<file path="src/rtl/prbs_err_window.sv">
// Block error monitor: counts errors over fixed, non-sliding blocks of WIN
// valid bits and flags loss when a block's tally reaches ERR_LIMIT.
// loss_o is combinational so the FSM can leave LOCKED on the same edge.
module prbs_err_window #(
    parameter int WIN       = 32,
    parameter int ERR_LIMIT = 8
) (
    input  logic clk,
    input  logic RST,
    input  logic valid_i,
    input  logic err_i,
    input  logic clear_i,
    output logic loss_o
);

    localparam int CW = (WIN > 1) ? $clog2(WIN) : 1;
    localparam int EW = $clog2(ERR_LIMIT + 1);

    logic [CW-1:0] pos_q;
    logic [EW-1:0] blk_err_q;

    // Loss fires on the error that brings the tally up to the limit.
    always_comb begin
        loss_o = valid_i && err_i && (blk_err_q == EW'(ERR_LIMIT - 1));
    end

    // Block position and error tally; both restart at each block boundary.
    always_ff @(posedge clk or posedge RST) begin
        if (RST) begin
            pos_q     <= '0;
            blk_err_q <= '0;
        end else if (clear_i || loss_o) begin
            pos_q     <= '0;
            blk_err_q <= '0;
        end else if (valid_i) begin
            if (pos_q == CW'(WIN - 1)) begin
                pos_q     <= '0;
                blk_err_q <= '0;
            end else begin
                pos_q     <= pos_q + CW'(1);
                blk_err_q <= blk_err_q + EW'(err_i);
            end
        end
    end

endmodule

</file>
<file path="config.mk">
export PLATFORM = sky130hd
export DESIGN_NAME = prbs_err_window
export DESIGN_NICKNAME = d
export VERILOG_FILES = /design/src/rtl/prbs_err_window.sv
export SDC_FILE = /design/constraint.sdc
export NUM_CORES = 1
export LEC_CHECK = 0
export ABC_CLOCK_PERIOD_IN_PS = 1800
export CORE_AREA = 2 2 39 41
export DETAILED_ROUTE_END_ITERATION = 8
export DIE_AREA = 0 0 41 43
export PLACE_DENSITY = 0.77
export SYNTH_ARGS = -nofsm -noshare
export SYNTH_HDL_FRONTEND = slang
export SYNTH_SLANG_ARGS = --single-unit
export TNS_END_PERCENT = 50
</file>
<file path="constraint.sdc">
create_clock -name clk -period 1.8 [get_ports clk]
set_input_delay 0.36 -clock clk [delete_from_list [all_inputs] [get_ports clk]]
set_output_delay 0.36 -clock clk [all_outputs]
set_load 0.01 [all_outputs]
</file>
# Word level (Yosys, flattened, before mapping)

Index checks and enable logic that the tools add are counted.

Register bits after elaboration: 9
Input port bits: 5
Output and inout bits: 1
Logic and storage cells: 16

$add $sub $neg: 2
Eq/ne operators: 2
Muxes and demuxes: 6
Reduce and logical (&&, ||, !) cells: 4

Operator list:

| operator            | count |
|---|---|
| $mux 5              | 3 |
| $mux 4              | 3 |
| $add 5x1->5 const B | 1 |
| $eq 5x5->1 const B  | 1 |
| $add 4x1->4         | 1 |
| $eq 4x3->1 const B  | 1 |
| $logic_and 1x1->1   | 2 |
| $reduce_bool 2->1   | 1 |
| $logic_or 1x1->1    | 1 |

# Logic depth before layout (Yosys ltp)

Gate-level depths: netlist of the first run.

Depth in word-level cells: 4
Mapped depth: 6
Mapped depth without buffers: 6

# Worst setup path after synthesis of the first run

OpenSTA, ideal clock, no wires.

Kind: register -> register
Start: register pos_q[0]
End: register pos_q[2]
Setup time: 0.101 ns
Data arrival time: 1.563 ns
Data required time: 1.699 ns
Path slack: 0.136 ns
Cell stages (with the launch flop): 7
Path buffers: 0
Clock period less this slack: 1.664 ns
Cell sequence: dfrtp_1 -> ha_1 -> and3_1 -> ha_1 -> and2b_4 -> nand3b_2 -> o311ai_2

Longest elaborated chain between the ends: 4
Elaborated cells on any way between the ends: 5
Those cells by class: 1 x add/sub; 1 x eq/ne; 3 x mux

RTL lines:

| element                                   | line   | source |
|---|---|---|
| start: declaration                        | 19     | `logic [CW-1:0] pos_q;` |
| start signal: assignment                  | 40     | `pos_q <= pos_q + CW'(1);` |
| $add 5x1->5 or $eq 5x5->1 (tied branches) | 40, 36 |  |
| $mux 5 (*)                                | 36     | `if (pos_q == CW'(WIN - 1)) begin` |
| $mux 5 (*)                                | 35     | `end else if (valid_i) begin` |
| $mux 5 (*)                                | 32     | `end else if (clear_i \|\| loss_o) begin` |

Every way passes the cells marked *; elsewhere a longest branch is shown, timed or not. The select of a mux whose other input is x is not followed.
A chain may end at the register's enable or synchronous reset.

# Worst setup path in the final report of the first run

Start: register pos_q[1]
End: register pos_q[2]

Same word-level chain as after synthesis.

==> results of run 1 <==
==> worst paths after layout <==
check | start | slack (ns) | cells after the start | endpoint
max in group asynchronous | RST | 1.17 | 2 | blk_err_q[3]$_DFFE_PP0P_
setup reg to reg | pos_q[1]$_DFFE_PP0P_ | 0.13 | 6 | pos_q[2]$_DFFE_PP0P_
hold / removal | RST | 0.36 | 2 | blk_err_q[2]$_DFFE_PP0P_
hold reg to reg | pos_q[1]$_DFFE_PP0P_ | 0.57 | 2 | pos_q[1]$_DFFE_PP0P_
min in group clk | pos_q[1]$_DFFE_PP0P_ | 0.57 | 2 | pos_q[1]$_DFFE_PP0P_
setup / recovery | pos_q[1]$_DFFE_PP0P_ | 0.13 | 6 | pos_q[2]$_DFFE_PP0P_
==> registers in the layout, indices dropped and copies added, names as in the netlist <==
name       flops
blk_err_q      4
pos_q          5
==> critical path, stage by stage (launching register included) <==
cell and delay (ns):
dfrtp_1 0.40, ha_2 0.20, and3_1 0.18, ha_2 0.19
and2b_4 0.29, nand3b_2 0.09, o311ai_2 0.21
==> final cells by class <==
type / instances / share of cell area
clock buffer: 4 / 0.0355
inverter: 3 / 0.0152
multi-input combinational: 45 / 0.486
sequential: 9 / 0.304
tap: 16 / 0.0270
timing repair buffer: 12 / 0.132
==> cells by family after synthesis <==
group                      Yosys count  synth area share
AOI/OAI and AO/OA                   17             0.205
adders and majority gates            4            0.0830
buffers and inverters                5            0.0373
DFF                                  9             0.373
muxes                                1            0.0166
and+or+nand+nor                     23             0.284
==> what timing repair did <==
item / in CTS / in global routing
buffers inserted: 0 / 1
gates resized for setup: 1 / 4
setup endpoints to repair: 1 / 6
==> synth_stat cells (all sizes together) (2+ instances only) <==
cell type  number  area (sq um)
nand3b          2          18.8
dfrtp           9           225
o21ai           2          10.0
o211ai          4          30.0
a31oi           2          12.5
nand2b          6          37.5
and3            2          12.5
inv             3          11.3
nand3           2          10.0
o2111ai         3          26.3
ha              4          50.1
a21oi           4          20.0
nor2            3          13.8
==> report_power, final <==
group / internal [W] / total [W] / switching, W
registers: 0.000208 / 0.000215 / 0.00000619
logic: 0.0000304 / 0.0000595 / 0.0000292
clock network: 0.0000860 / 0.000165 / 0.0000790
total: 0.000325 / 0.000439 / 0.000114
==> metrics by stage <==
step	util	worst slack, ns	std cells	total power, W	hold WS, ns
after CTS	0.529	0.00677	88	0.000440	0.367
after detailed placement	0.511	-0.250	84	0.000275	0.583
final	0.535	0.128	89	0.000439	0.359
after global routing	0.535	0.0331	89	0.000462	0.392
after floorplan	-	0.136	59	0.000250	0.188
after global placement	0.511	-0.243	84	0.000274	0.564
==> layer usage <==
layer / GRT usage / vias to the layer above
li1: - / 253
met1: 0.227 / 240
met2: 0.266 / 5
met3: 0.0471 / 2
met4: 0.100 / 0
met5: 0 / -
==> reports/metrics.cfg, run 1 <==
[status]
status=finished clean

[setup_path]
startpoint_type=flop
cp.required_ns=1.98
worstPathArrival_ns=1.85
crit_path_max_fanout=6
worst-setup-path-type=flop to flop
setup.worst_path.end_class=flop

[clock_tree]
htreeDepth=1
holdBufCountCts=0
cts.sinks=9
clockBufferDepth=2
cts_buffers=3
cts.clk_slew.worst_paths_ns=0.06
root_buffer=clkbuf_4
cts_tree=done
clk_latency_ns=0.27

[cells_and_area]
fillCellCount=122
regArea_sq_um=225
fin_nets=83
final_cell_mix=dfrtp_1, buf_4, nand2b_1
fin_area_sq_um=741
num_antenna_cells=0
multiInputGateArea_sq_um=360
area_delta_synth_final_pct=22.8
final_common_cell=dfrtp_1
drive_gt1_frac=0.274

[power]
p_per_area_nw_per_um2=593
irDropWorstVdd_uv=376
cellLeakagePower_nw=0.328

[timing]
fmax_mhz=598
slew_violations=0
relSlewSlack=0.748
rsz0062_at_grt=false
final-setup-viol-count=0
fin_tns_setup_ns=0
finalCritPeriodShare=0.929
skew_ns=0.000500
worst_pin_slew_ns=0.378
min_period_ns=1.67
hold_viol=0

[global_route]
grt.overflow.total=0
grt_pass1_vias=490
grt_max_degree=13
antenna_found_initial=0
grt_pass1_wl_mm=2.09
track_usage=0.180

[place]
place.gp.congestion=0.806
place_hpwl_microns=922
io_buffers=5
post_dp_cell_area_sq_um=707

[synthesis]
synthCells=59
seq_area_frac_synth=0.373
synth_edf_count=0
ys.flop_type=dfrtp_1
ys_seq_elements=9
syn_nets=68
synth_area_sq_um=603
avgSynthCellArea_sq_um=10.2
ys_types=29
async_reset_ff_frac=1.00
ys_warn_count=0

[floorplan]
coreArea_sq_um=1380
ioPinCount=6
die_h_microns=43
num_rows=14
chipWidth_microns=41
die_area_sq_um=1760
initial_utilization=0.436

[min_path]
hp-class=input port to asynchronous set/reset pin

[routing]
wl_met3_microns=36
wl_mm=1.27
ant_nets=0
vias_per_cell=5.62
top_layer=met4
wire_per_inst_microns=14.2
wl_met2_microns=606
drtPass1Iterations=4
wl_met1_microns=602
vias=500
drt-initial-drc-count=14
drc=0

[run]
maxCapViolations=0

Note: power is estimated with default switching activity, not from simulation.
==> inputs of run 2 (changes only) <==
--- a/config.mk
+++ b/config.mk
@@ -7,6 +7,7 @@
 export LEC_CHECK = 0
 export ABC_CLOCK_PERIOD_IN_PS = 1800
 export CORE_AREA = 2 2 39 41
+export CTS_CLUSTER_DIAMETER = 40
 export DETAILED_ROUTE_END_ITERATION = 8
 export DIE_AREA = 0 0 41 43
 export PLACE_DENSITY = 0.77
==> results of run 2 <==
Final layout, timing and power as in run 1 (identical DEF).
==> variant 1 (flow settings as in run 1) <==
Change the parameter `ERR_LIMIT` from 8 to 32.
--- a/src/rtl/prbs_err_window.sv
+++ b/src/rtl/prbs_err_window.sv
@@ -5,3 +5,3 @@
     parameter int WIN       = 32,
-    parameter int ERR_LIMIT = 8
+    parameter int ERR_LIMIT = 32
 ) (
Formal check against the unedited RTL: not equivalent (a bounded check fails within 10 cycles, from zero or initial values and one cycle with RST high).
==> variant 1 against run 1 <==
- sequential share of layout area up 2.1 points
- design area rose by 14%
- total power up 10%
- combinational power down 7.2%
- wire length rose by 16%
- worst setup slack worse by 0.048 ns
- area after synthesis is 16% higher
- sequential cell count increased by 2
- critical endpoint is now loss_o
==> variant 1: results (changes against run 1) <==
metric,value,unit,change
outcome,"complete, no violations",,
grt_use_total,0.2141,,+0.03419
r2r_slack,0.11,ns,-0.02 ns
port_buffers,5,,unchanged
h-tree-depth,1,,unchanged
synthAdderAreaFrac,0.07143,,-0.01156
numCtsBuffers,3,,unchanged
fin_skew,0.003222,ns,+0.002723 ns
vias,577,,+15%
synthTopCellsByCount,"nand2_1, dfrtp_1, inv_1",,
dpl_cell_area,808.3,µm²,+14%
peakVddDrop,0.6038,mV,+61%
synth_compound_area_frac,0.2357,,+0.03032
place_hpwl,1.109,mm,+20%
grt_max_degree,12,,-1
path_clk_slew,0.07,ns,
ys_types,24,,-17%
cp_max_fo,2,,-4
path_class,in2out,,
diodes,0,,unchanged
yosysWarnings,0,,unchanged
drt-total-wl,1.465,mm,+16%
worstSetupStartpoint,err_i,,
clockBufferDepth,2,,unchanged
drive_gt1_frac,0.2289,,-0.04506
placed_cells,95,,+13%
syn-num-nets,78,,+15%
hold_class,in2async,,
ys_seq_area_frac,0.3929,,+0.01941
largest_registers,"blk_err_q: 6 flops, pos_q: 5 flops",,
muxShareOfSynthArea,0.02857,,+0.01197
first_pass_iters,4,,unchanged
grt_pass1_wl,2.490,mm,+19%
r2r_start,pos_q[0],,
synth-xor-area-share,0,,unchanged
cts_root_buffer,clkbuf_4,,
worstPathArrival,1.36,ns,-0.49 ns
place.gp.congestion,0.7729,,-4.1%
drt_iter0_drc,7,,-7
leakage,0.3900,nW,+19%
antenna_found_initial,0,,unchanged
grt_pass1_vias,568,,+16%
layout.nets,93,,+12%
fin_cells,99,,+11%
worstSkewPairLatency,0.26,ns,
ys_top_cells_by_area,"dfrtp_1, nand2_1, ha_1",,
netlist_instances,69,,+17%
slew_headroom,0.6443,,-0.1037
ys_async_sr_fraction,1.000,,unchanged
==> variant 1: final cells by class <==
type / instances / area, µm²
Sequential cell: 11 / 275.3
Clock buffer: 4 / 26.28
Fill cell: 111 / 538.0
Multi-Input combinational cell: 52 / 406.6
Tap cell: 16 / 20.02
Inverter: 5 / 18.77
Timing Repair Buffer: 11 / 98.84
==> variant 1: worst max-delay path: stages <==
cell and delay [ns]:
clkdlybuf4s50_1 0.53, nand4_4 0.13, nor2_4 0.11, clkdlybuf4s15_2 0.23
==> variant 1: timing repair <==
item / in CTS / in global routing
hold buffers: 0 / 0
endpoints found under the setup margin: 1 / 1
resized for setup: 4 / 2
buffers inserted: 0 / 0
==> variant 1: report_power, final <==
part	internal, mW	leakage (nW)	switching [mW]
clock network	0.0856	0.0150	0.0805
logic	0.0233	0.224	0.0320
registers	0.254	0.151	0.00919
==> variant 1: metal layers <==
layer	track usage	vias to the layer above	routed length (µm)
met5	0	-	0
li1	-	293	-
met3	0.07853	2	39
met1	0.2500	278	641
met4	0.04000	0	13
met2	0.3594	4	771
==> variant 1: cells by family (layout without fill, tap and decap cells) <==
| family | after synthesis | in the layout |
|---|---|---|
| simple gates | 27 | 27 |
| compound gates | 19 | 19 |
| flops | 11 | 11 |
| buf+inv | 6 | 20 |
| fa+ha+maj | 4 | 4 |
| mux | 2 | 2 |
==> variant 1: path summary, 6_finish.rpt <==
| check | endpoint | depth (start not counted) |
|---|---|---|
| worst max register to register | blk_err_q[2] | 6 |
| max in group asynchronous | blk_err_q[2] | 2 |
| worst max-delay path | loss_o | 4 |
| min in group clk | pos_q[0] | 1 |
| worst min-delay path | blk_err_q[5] | 2 |
| worst min register to register | pos_q[0] | 1 |
==> variant 1: per-stage QoR <==
stage / setup TNS (ns) / hold WS, ns / power, mW / setup slack, ns / utilization
CTS: 0 / 0.3947 / 0.4925 / 0.008418 / 0.6058
floorplan: 0 / 0.2124 / 0.2987 / 0.1712 / -
detailed placement: -0.3200 / 0.5341 / 0.3234 / -0.3094 / 0.5841
finish: 0 / 0.3814 / 0.4848 / 0.08015 / 0.6112
global placement: -0.2889 / 0.5126 / 0.3229 / -0.2889 / 0.5841
global route: 0 / 0.4301 / 0.5117 / 0.001385 / 0.6112
==> variant 2 (flow settings as in run 1) <==
Made on the original files. Reset style: synchronous (`RST`), changed in one clocked block.
--- a/src/rtl/prbs_err_window.sv
+++ b/src/rtl/prbs_err_window.sv
@@ -27,3 +27,3 @@
     // Block position and error tally; both restart at each block boundary.
-    always_ff @(posedge clk or posedge RST) begin
+    always_ff @(posedge clk) begin
         if (RST) begin
Function: differs if RST is asserted again (counterexample within 10 cycles, from zero or initial values and one cycle with RST high); with RST held inactive, the same outputs for 10 cycles.
==> variant 2 against run 1 <==
- total power decreased by 9.2%
- area after synthesis decreased by 21%
- worst setup slack improved by 0.045 ns
- wire length decreased by 29%
- sequential share of layout area decreased by 1.1 points
- design area decreased by 17%
- worst hold slack improved by 0.13 ns
- sequential cell count unchanged
- critical endpoint is now loss_o
==> variant 2: results (changes against run 1) <==
metric,value,unit,change
cts_root_buffer,clkbuf_4,,
place_hpwl,633.2,µm,-31%
dpl_cell_area,594.3,µm²,-16%
path_buf_inv,2,,+2
drive_gt1_frac,0.2540,,-0.02000
ys_async_sr_fraction,0,,-1.000
vias,393,,-21%
largest_registers,"pos_q: 5 flops, blk_err_q: 4 flops",,
slew_headroom,0.8423,,+0.09429
fin_skew,0.006814,ns,+0.006314 ns
h-tree-depth,1,,unchanged
hold_class,reg2reg,,
route.met2.wl,449,µm,-26%
clockBufferDepth,2,,unchanged
wl_met3,38,µm,+5.6%
grt_pass1_vias,373,,-24%
ant_nets,0,,unchanged
numCtsBuffers,3,,unchanged
grt_use_total,0.1290,,-0.05085
peakVddDrop,0.3773,mV,+0.39%
slowest_stage,clkdlybuf4s50_1,,
place.gp.congestion,0.7421,,-7.9%
worstPathArrival,1.27,ns,-0.58 ns
grt_max_degree,13,,unchanged
worstSkewPairLatency,0.26,ns,
grt_pass1_wl,1.476,mm,-29%
ys_seq_area_frac,0.3770,,+0.003519
cp_max_fo,2,,-4
top_layer,met3,,
layout.nets,73,,-12%
antenna_found_initial,0,,unchanged
synth_flop_cell,dfxtp_1,,
synthTopCellsByCount,"dfxtp_1, nor2_1, a21oi_1",,
wl_met1,413,µm,-31%
ys_types,20,,-31%
dp_slack,-0.2268,ns,+0.02315 ns
yosysWarnings,0,,unchanged
cpLargestDelayFamily,buffers and inverters,,
syn-num-nets,58,,-15%
outcome,"complete, no violations",,
ys_top_cells_by_area,"dfxtp_1, ha_1, nor2_1",,
diodes,0,,unchanged
drt_iter0_drc,4,,-10
port_buffers,5,,unchanged
path_clk_slew,0.06,ns,about the same
first_pass_iters,2,,-2
critPathMaxStageDelay,0.50,ns,+0.10 ns
leakage,0.2591,nW,-21%
wire_per_inst,11.41,µm,-20%
[variant 2: timing repair]
action | CTS | global route
hold buffers | 0 | 0
resized for setup | 1 | 2
endpoints found under the setup margin | 1 | 1
cloned | 0 | 0
buffers inserted | 0 | 0
[variant 2: tightest hold or removal path, cell delays in order (launching register included)]
cell	delay [ns]
dfxtp_1	0.33
nand2_1	0.06
a21oi_1	0.05
[variant 2: cells by family after synthesis]
kind of cell,Yosys count,synth area share
fa+ha+maj,4,0.1047
xor+xnor,2,0.03666
simple gates,21,0.2565
compound gates,10,0.1597
flops,9,0.3770
mux,2,0.04189
buf+inv,1,0.02356
[variant 2: area by class of cell]
class	count	area, µm²
fill	131	768.2
sequential	9	180.2
clock buffer	4	26.28
timing repair buffer	11	102.6
multi-input combinational	39	286.5
tap	16	20.02
[variant 2: worst paths after layout]
kind	startpoint	end	slack (ns)	cells after the start
worst min-delay path	blk_err_q[2]	blk_err_q[2]	0.49	2
worst max-delay path	valid_i	loss_o	0.17	4
worst min register to register	blk_err_q[2]	blk_err_q[2]	0.49	2
worst max register to register	pos_q[0]	pos_q[2]	0.25	7
[variant 2: metal layers]
layer  vias to the layer above  track usage
li1                        205            -
met1                       182       0.1564
met2                         6       0.1938
met4                         0       0.1000
met5                         -            0
met3                         0      0.01571
[variant 2: power breakdown]
| group | internal (mW) | switching (mW) | leakage (nW) |
|---|---|---|---|
| registers | 0.202 | 0.00230 | 0.0727 |
| logic | 0.0232 | 0.0174 | 0.171 |
| clock network | 0.0853 | 0.0687 | 0.0150 |
| total | 0.310 | 0.0884 | 0.259 |
[variant 2: per-stage QoR]
stage / TNS [ns] / total power, mW / cells
2_1_floorplan: 0 / 0.2282 / 49
3_3_place_gp: -0.1929 / 0.2482 / 75
3_5_place_dp: -0.2268 / 0.2490 / 75
4_1_cts: 0 / 0.4080 / 79
5_1_grt: 0 / 0.4255 / 79
6_report: 0 / 0.3985 / 79
